## config.mk

```make
export PLATFORM = sky130hd
export DESIGN_NAME = uart_rx
export DESIGN_NICKNAME = d
export VERILOG_FILES = /design/src/rtl/uart_pkg.sv /design/src/rtl/sync_2ff.sv /design/src/rtl/uart_rx.sv
export SDC_FILE = /design/constraint.sdc
export NUM_CORES = 1
export LEC_CHECK = 0
export CORE_MARGIN = 2
export CORE_UTILIZATION = 25
export CTS_CLUSTER_SIZE = 28
export DETAILED_ROUTE_END_ITERATION = 10
export GPL_ROUTABILITY_DRIVEN = 0
export SYNTH_ARGS = -nofsm -noshare
export SYNTH_HDL_FRONTEND = slang
export SYNTH_SLANG_ARGS = --single-unit
```

## constraint.sdc

```tcl
create_clock -name clk -period 3.9 [get_ports clk]
set_clock_uncertainty 0.1 [all_clocks]
set_input_delay 0.39 -clock clk [delete_from_list [all_inputs] [get_ports clk]]
set_output_delay 0.39 -clock clk [all_outputs]
set_load 0.1 [all_outputs]
```

## src/rtl/uart_pkg.sv

```systemverilog
// rtl/uart_pkg.sv - shared UART receiver/transmitter types and default constants
package uart_pkg;

  localparam int UART_DATA_BITS  = 8;
  localparam int UART_OVERSAMPLE = 16;
  localparam int UART_SB_TICK    = 16;
  localparam int UART_MID_SAMPLE = UART_OVERSAMPLE / 2 - 1;

  typedef enum logic [2:0] {
    IDLE     = 3'd0,
    START    = 3'd1,
    DATA     = 3'd2,
    STOP     = 3'd3,
    BRK_WAIT = 3'd4
  } uart_state_t;

  // Tick index that lands on the middle of a bit period.
  function automatic int mid_sample(input int oversample);
    return oversample / 2 - 1;
  endfunction

endpackage

```

## src/rtl/sync_2ff.sv

```systemverilog
// rtl/sync_2ff.sv - two-flop synchroniser for a single asynchronous input
module sync_2ff #(
  parameter logic RESET_VAL = 1'b1
) (
  input  logic clk,
  input  logic rst,
  input  logic d,
  output logic q
);

  logic meta;

  always_ff @(posedge clk or negedge rst) begin
    if (!rst) begin
      meta <= RESET_VAL;
      q    <= RESET_VAL;
    end else begin
      meta <= d;
      q    <= meta;
    end
  end

endmodule

```

## src/rtl/uart_rx.sv

```systemverilog
// rtl/uart_rx.sv - oversampling UART receiver with framing-error and break handling
module uart_rx
  import uart_pkg::*;
#(
  parameter int DATA_BITS  = UART_DATA_BITS,
  parameter int OVERSAMPLE = UART_OVERSAMPLE,
  parameter int SB_TICK    = UART_SB_TICK
) (
  input  logic                 clk,
  input  logic                 rst,
  input  logic                 s_tick,
  input  logic                 rx,
  output logic [DATA_BITS-1:0] dout,
  output logic                 rx_done_tick,
  output logic                 frame_err,
  output logic                 busy
);

  localparam int SW = $clog2((OVERSAMPLE > SB_TICK) ? OVERSAMPLE : SB_TICK);
  localparam int NW = $clog2(DATA_BITS);
  localparam logic [SW-1:0] MID_S  = SW'(mid_sample(OVERSAMPLE));
  localparam logic [SW-1:0] LAST_S = SW'(OVERSAMPLE - 1);
  localparam logic [SW-1:0] LAST_B = SW'(SB_TICK - 1);
  localparam logic [NW-1:0] LAST_N = NW'(DATA_BITS - 1);

  uart_state_t          state, state_n;
  logic [SW-1:0]        s_cnt, s_cnt_n;
  logic [NW-1:0]        n_cnt, n_cnt_n;
  logic [DATA_BITS-1:0] sreg, sreg_n;
  logic [DATA_BITS-1:0] dout_n;
  logic                 done_n, ferr_n;
  logic                 rx_sync;

  // Line idles high, so the synchroniser must come out of reset as 1.
  sync_2ff #(.RESET_VAL(1'b1)) u_sync (
    .clk (clk),
    .rst (rst),
    .d   (rx),
    .q   (rx_sync)
  );

  always_ff @(posedge clk or negedge rst) begin
    if (!rst) begin
      state        <= IDLE;
      s_cnt        <= '0;
      n_cnt        <= '0;
      sreg         <= '0;
      dout         <= '0;
      rx_done_tick <= 1'b0;
      frame_err    <= 1'b0;
    end else begin
      state        <= state_n;
      s_cnt        <= s_cnt_n;
      n_cnt        <= n_cnt_n;
      sreg         <= sreg_n;
      dout         <= dout_n;
      rx_done_tick <= done_n;
      frame_err    <= ferr_n;
    end
  end

  always_comb begin
    state_n = state;
    s_cnt_n = s_cnt;
    n_cnt_n = n_cnt;
    sreg_n  = sreg;
    dout_n  = dout;
    done_n  = 1'b0;
    ferr_n  = 1'b0;
    case (state)
      IDLE: begin
        if (!rx_sync) begin
          state_n = START;
          s_cnt_n = '0;
        end
      end
      START: begin
        if (s_tick) begin
          if (s_cnt == MID_S) begin
            if (!rx_sync) begin
              state_n = DATA;
              s_cnt_n = '0;
              n_cnt_n = '0;
            end else begin
              state_n = IDLE;
            end
          end else begin
            s_cnt_n = s_cnt + SW'(1);
          end
        end
      end
      DATA: begin
        if (s_tick) begin
          if (s_cnt == LAST_S) begin
            sreg_n  = {rx_sync, sreg[DATA_BITS-1:1]};
            s_cnt_n = '0;
            if (n_cnt == LAST_N) state_n = STOP;
            else                 n_cnt_n = n_cnt + NW'(1);
          end else begin
            s_cnt_n = s_cnt + SW'(1);
          end
        end
      end
      STOP: begin
        if (s_tick) begin
          if (s_cnt == LAST_B) begin
            if (rx_sync) begin
              dout_n  = sreg;
              done_n  = 1'b1;
              state_n = IDLE;
            end else begin
              ferr_n  = 1'b1;
              state_n = BRK_WAIT;
            end
          end else begin
            s_cnt_n = s_cnt + SW'(1);
          end
        end
      end
      // A held-low line must return high before another start is accepted.
      BRK_WAIT: begin
        if (rx_sync) state_n = IDLE;
      end
      default: state_n = IDLE;
    endcase
  end

  assign busy = (state != IDLE);

endmodule

```

Word-level counts from Yosys, hierarchy flattened
Cells that the tools add are included.
{"block": "totals", "reg_bits": 30, "in_bits": 4, "output_inout_bits": 11}
{"block": "classes", "addsub": 2, "eq_ne": 19, "muxes": 35, "reduce_logical": 9}
{"op": "$mux W3", "n": 16}
{"op": "$mux W4", "n": 7}
{"op": "$ne A2 B2 Y1 const B", "n": 11}
{"op": "$pmux W4 S4", "n": 1}
{"op": "$pmux W3 S5", "n": 1}
{"op": "$reduce_and A9 Y1", "n": 1}
{"op": "$mux W1", "n": 8}
{"op": "$reduce_and A7 Y1", "n": 1}
{"op": "$eq A3 B2 Y1 const B", "n": 2}
{"op": "$eq A3 B3 Y1 const B", "n": 2}
{"op": "$pmux W3 S2", "n": 1}
{"op": "$reduce_and A5 Y1", "n": 1}
{"op": "$add A4 B1 Y4 const B", "n": 1}
{"op": "$eq A4 B3 Y1 const B", "n": 1}
{"op": "$eq A4 B4 Y1 const B", "n": 1}
{"op": "$reduce_and A4 Y1", "n": 1}
{"op": "$reduce_bool A4 Y1", "n": 1}
{"op": "$add A3 B1 Y3 const B", "n": 1}
{"op": "$eq A3 B1 Y1 const B", "n": 1}
{"op": "$logic_not A3 Y1", "n": 1}
{"op": "$reduce_and A3 Y1", "n": 1}
{"op": "$reduce_bool A3 Y1", "n": 1}
{"op": "$mux W2", "n": 1}
{"op": "$ne A2 B1 Y1 const B", "n": 1}
{"op": "$reduce_bool A2 Y1", "n": 1}

Logic depth before layout (Yosys ltp)
{"block": "depth", "word_depth": 5, "depth_mapped": 6, "mapped_depth_nobuf": 6}

By module
From an unflattened synthesis, not the netlist that was laid out.
{"block": "unflattened", "hier_cells": 109, "area_unflattened_um2": 1406.3}
{"module": "uart_rx", "instances": 1, "cells_each": 107, "area_each_um2": 1353.8}
{"module": "sync_2ff", "instances": 1, "cells_each": 2, "area_each_um2": 52.6}

Worst setup path after synthesis
OpenSTA, ideal clock, no wires.
{"block": "synth_path", "path_kind": "reg2out", "start": "reg state[0]", "end": "out busy", "t_arrival_ns": 1.337, "required_ns": 3.410, "setup_slack_ns": 2.073, "path_stages_with_launch": 3, "path_buffers": 1, "cell_sequence": "dfrtp_1 buf_2 or3_1"}
{"block": "synth_via", "elab_chain_len": 1}
{"item": "from (decl)", "line": "uart_rx.sv:26", "rtl": "uart_state_t state, state_n;"}
{"item": "from (signal assigned)", "line": "uart_rx.sv:52", "rtl": "state <= state_n;"}
{"item": "$reduce_bool A3 Y1", "line": "uart_rx.sv:128", "rtl": "assign busy = (state != IDLE);"}
{"item": "to (decl)", "line": "uart_rx.sv:16", "rtl": "output logic busy"}
No other way between the ends.

Worst setup path in the final report
Same ends and word-level chain as after synthesis.

==> run metrics <==
cell-by-cell trace of the critical path or3_1 -> clkdlybuf4s50_1; # DRC 0; sum of negative setup slack 0 ns; CTS tree yes; maximum resistive drop on vdd approximately 0.36 mV; overflow left after global routing 0; top flip-flop cell by instance count after synthesis dfrtp_1; share of final-layout standard cells stronger than drive strength 1 around 16%; iteration count of the initial detailed-routing pass 4; highest attainable clock frequency between 300 and 400 MHz; post-synthesis average cell area 11.9 um2; Worst Setup End Kind primary output; number of global-route vias before repair 1023; Critical path buffers and inverters 1; clock input transition at the sequential cells of the worst setup and hold paths around 0.060 ns; transition at the pin with the smallest max-transition slack 0.974 ns; Die Width 78.7 um; PwrDens about 510 nW/um2; Synth-to-Final Area Change 20.9%; number of input and output port buffers inserted 14; hold-fix buffers at CTS 0; total count of max-transition violations in the final report 0; per-cell via count in the routed design 4.73; count of vias placed by the detailed router 974; average routed wire per standard cell 12.8 um; Std-Cell Core Area 5440 um2; post-route fraction of the period consumed by the critical path a little over two thirds; Slowest Stage Delay on Critical Path 1.13 ns; run status finished clean; total wire length 2650 um; setup repair after global routing missed its margin no; post-CTS sizing 0; antenna diode count 0; Worst Setup Path Type reg -> out; worst slew margin relative to its limit a little over a third; final-layout worst hold slack roughly 0.25 ns; number of antenna violations at the first check in global routing 0; Max FO, Critical Path 15; standard-cell rows 27; count of different cell masters after synthesis 36; Die Span Y 78.7 um; class of the most critical hold timing path reg -> reg; number of routed nets with antenna violations 0; Top delay family on crit path buffers and inverters; Post-Place Setup Slack approximately 1.5 ns; synthesized cell area 1390 um2; number of synthesis warnings 0; final number of setup-violating endpoints 0; cell count after synthesis 117; initial detailed-routing violation count 40; core utilization of the finished layout 31.0%; Synth Net Count about 120; register area share after synthesis a little over half; arrival time worst endpoint 2.25 ns; EDFF count, synth 0; HPWL reported at the end of detailed placement 1870 um; pin count of the biggest net entering global routing 31; launching element type of the critical path flop; clock root buffer master clkbuf_8; Longest Clk Path Bufs 2; Total Routing Usage GR 9.82%; Post CTS Setup Buffer Count 0; maximum capacitance violations 0; final setup slack of the worst path 1.16 ns; data required time of the worst path 3.41 ns; area of the die 6190 um2; cts bufs inserted 5; Final min period 2.74 ns; post-layout net count between 100 and 150; number of primary I/O pins 15; post-synthesis sequential element count 30; clk_lat worst skew 0.28 ns; FILL cells 550; final hold violation count 0; global-route wire length before repair roughly 4700 um; async set-or-reset flop fraction in the synthesized netlist 100%; Leak 0.779 nW; crit path max-delay cell type clkdlybuf4s50_1; starting utilization of the core area 25.6%; CTS sink cnt 30; number of H-tree levels 2; Tot Pwr 0.000853 W
[cell families (layout without fill, tap and decap cells)]
family / count (synthesis) / count (layout) / synth area share (%)
XOR/XNOR: 1 / 1 / 0.628
flip-flops: 30 / 30 / 54.0
buffers and inverters: 9 / 26 / 2.87
AO/OA/AOI/OAI: 22 / 22 / 10.8
AND/OR/NAND/NOR: 33 / 33 / 13.8
adder cells (fa/ha/maj): 3 / 3 / 2.69
multiplexers: 19 / 19 / 15.2
[worst reg2reg max path, stage by stage (launching register included)]
cell	delay (ns)
dfrtp_1	0.62
inv_2	0.13
nor3_2	0.31
and2_1	0.40
mux2_1	0.36
[state kept, by name, summed over array words and instances, names as in the netlist, 3 cells and up]
name	count
sreg	8
s_cnt	4
state	3
dout	8
n_cnt	3
[path summary, 6_finish.rpt]
kind / slack, ns / start / to / depth (start not counted)
worst max-delay path: 1.16 / state[0]$_DFFE_PN0P_ / busy / 2
worst min-delay path: 0.25 / u_sync.meta$_DFF_PN1_ / u_sync.q$_DFF_PN1_ / 0
worst max register to register: 1.86 / state[1]$_DFFE_PN0P_ / sreg[4]$_DFFE_PN0P_ / 4
worst min register to register: 0.25 / u_sync.meta$_DFF_PN1_ / u_sync.q$_DFF_PN1_ / 0
max in group asynchronous: 2.98 / rst / u_sync.meta$_DFF_PN1_ / 2
min in group asynchronous: 0.39 / rst / s_cnt[0]$_DFFE_PN0P_ / 2
[stage by stage]
step	instances	cell area (um2)
2_1_floorplan	117	1390
3_3_place_gp	198	1600
3_5_place_dp	198	1600
4_1_cts	206	1690
5_1_grt	206	1690
6_report	206	1690
[placed cells by master (no fill, tap or decap), types with 3 or more instances in the layout]
cell type / instances
nand3_1: 3
nor2_1: 7
mux2_1: 11
a21oi_1: 5
mux2_2: 6
clkdlybuf4s50_1: 14
nand2_1: 9
ha_1: 3
clkbuf_8: 5
o21ai_0: 5
dfrtp_1: 28
[area by class of cell]
class	count	area (um2)	area share (%)
inverters	3	11.3	0.668
multi-input cells	78	601	35.6
repair buffers	15	148	8.76
well taps	72	90.1	5.35
clock inverters	2	10.0	0.594
clock buffers	6	72.6	4.31
flip-flops and latches	30	753	44.7
[synthesized netlist by cell type, drive strengths merged, types with 2 or more instances]
| master | number | area [um2] |
|---|---|---|
| inv | 3 | 11.3 |
| nor2 | 7 | 26.3 |
| buf | 5 | 25.0 |
| and3 | 2 | 12.5 |
| nor2b | 2 | 12.5 |
| nand3 | 3 | 15.0 |
| mux2 | 17 | 191 |
| mux2i | 2 | 20.0 |
| o21ai | 6 | 30.0 |
| a21oi | 5 | 25.0 |
| a31oi | 2 | 12.5 |
| dfstp | 2 | 52.6 |
| a22o | 2 | 17.5 |
| ha | 3 | 37.5 |
| nand2 | 9 | 33.8 |
| or3 | 2 | 12.5 |
| nor4b | 2 | 17.5 |
| dfrtp | 28 | 701 |
[power breakdown]
group	switching [W]	internal [W]	leakage, nW
Sequential	0.0000669	0.000344	0.396
Clock	0.000109	0.000123	0.0450
Combinational	0.000117	0.0000927	0.338
[routing by layer]
metal | global-route usage, % | up-vias | wire, um
met4 | 5.79 | 0 | 49
met5 | 0 | - | 0
li1 | - | 457 | -
met1 | 12.0 | 474 | 1170
met3 | 2.99 | 7 | 146
met2 | 15.2 | 36 | 1280
No activity file was read; power rests on OpenSTA's default activity.
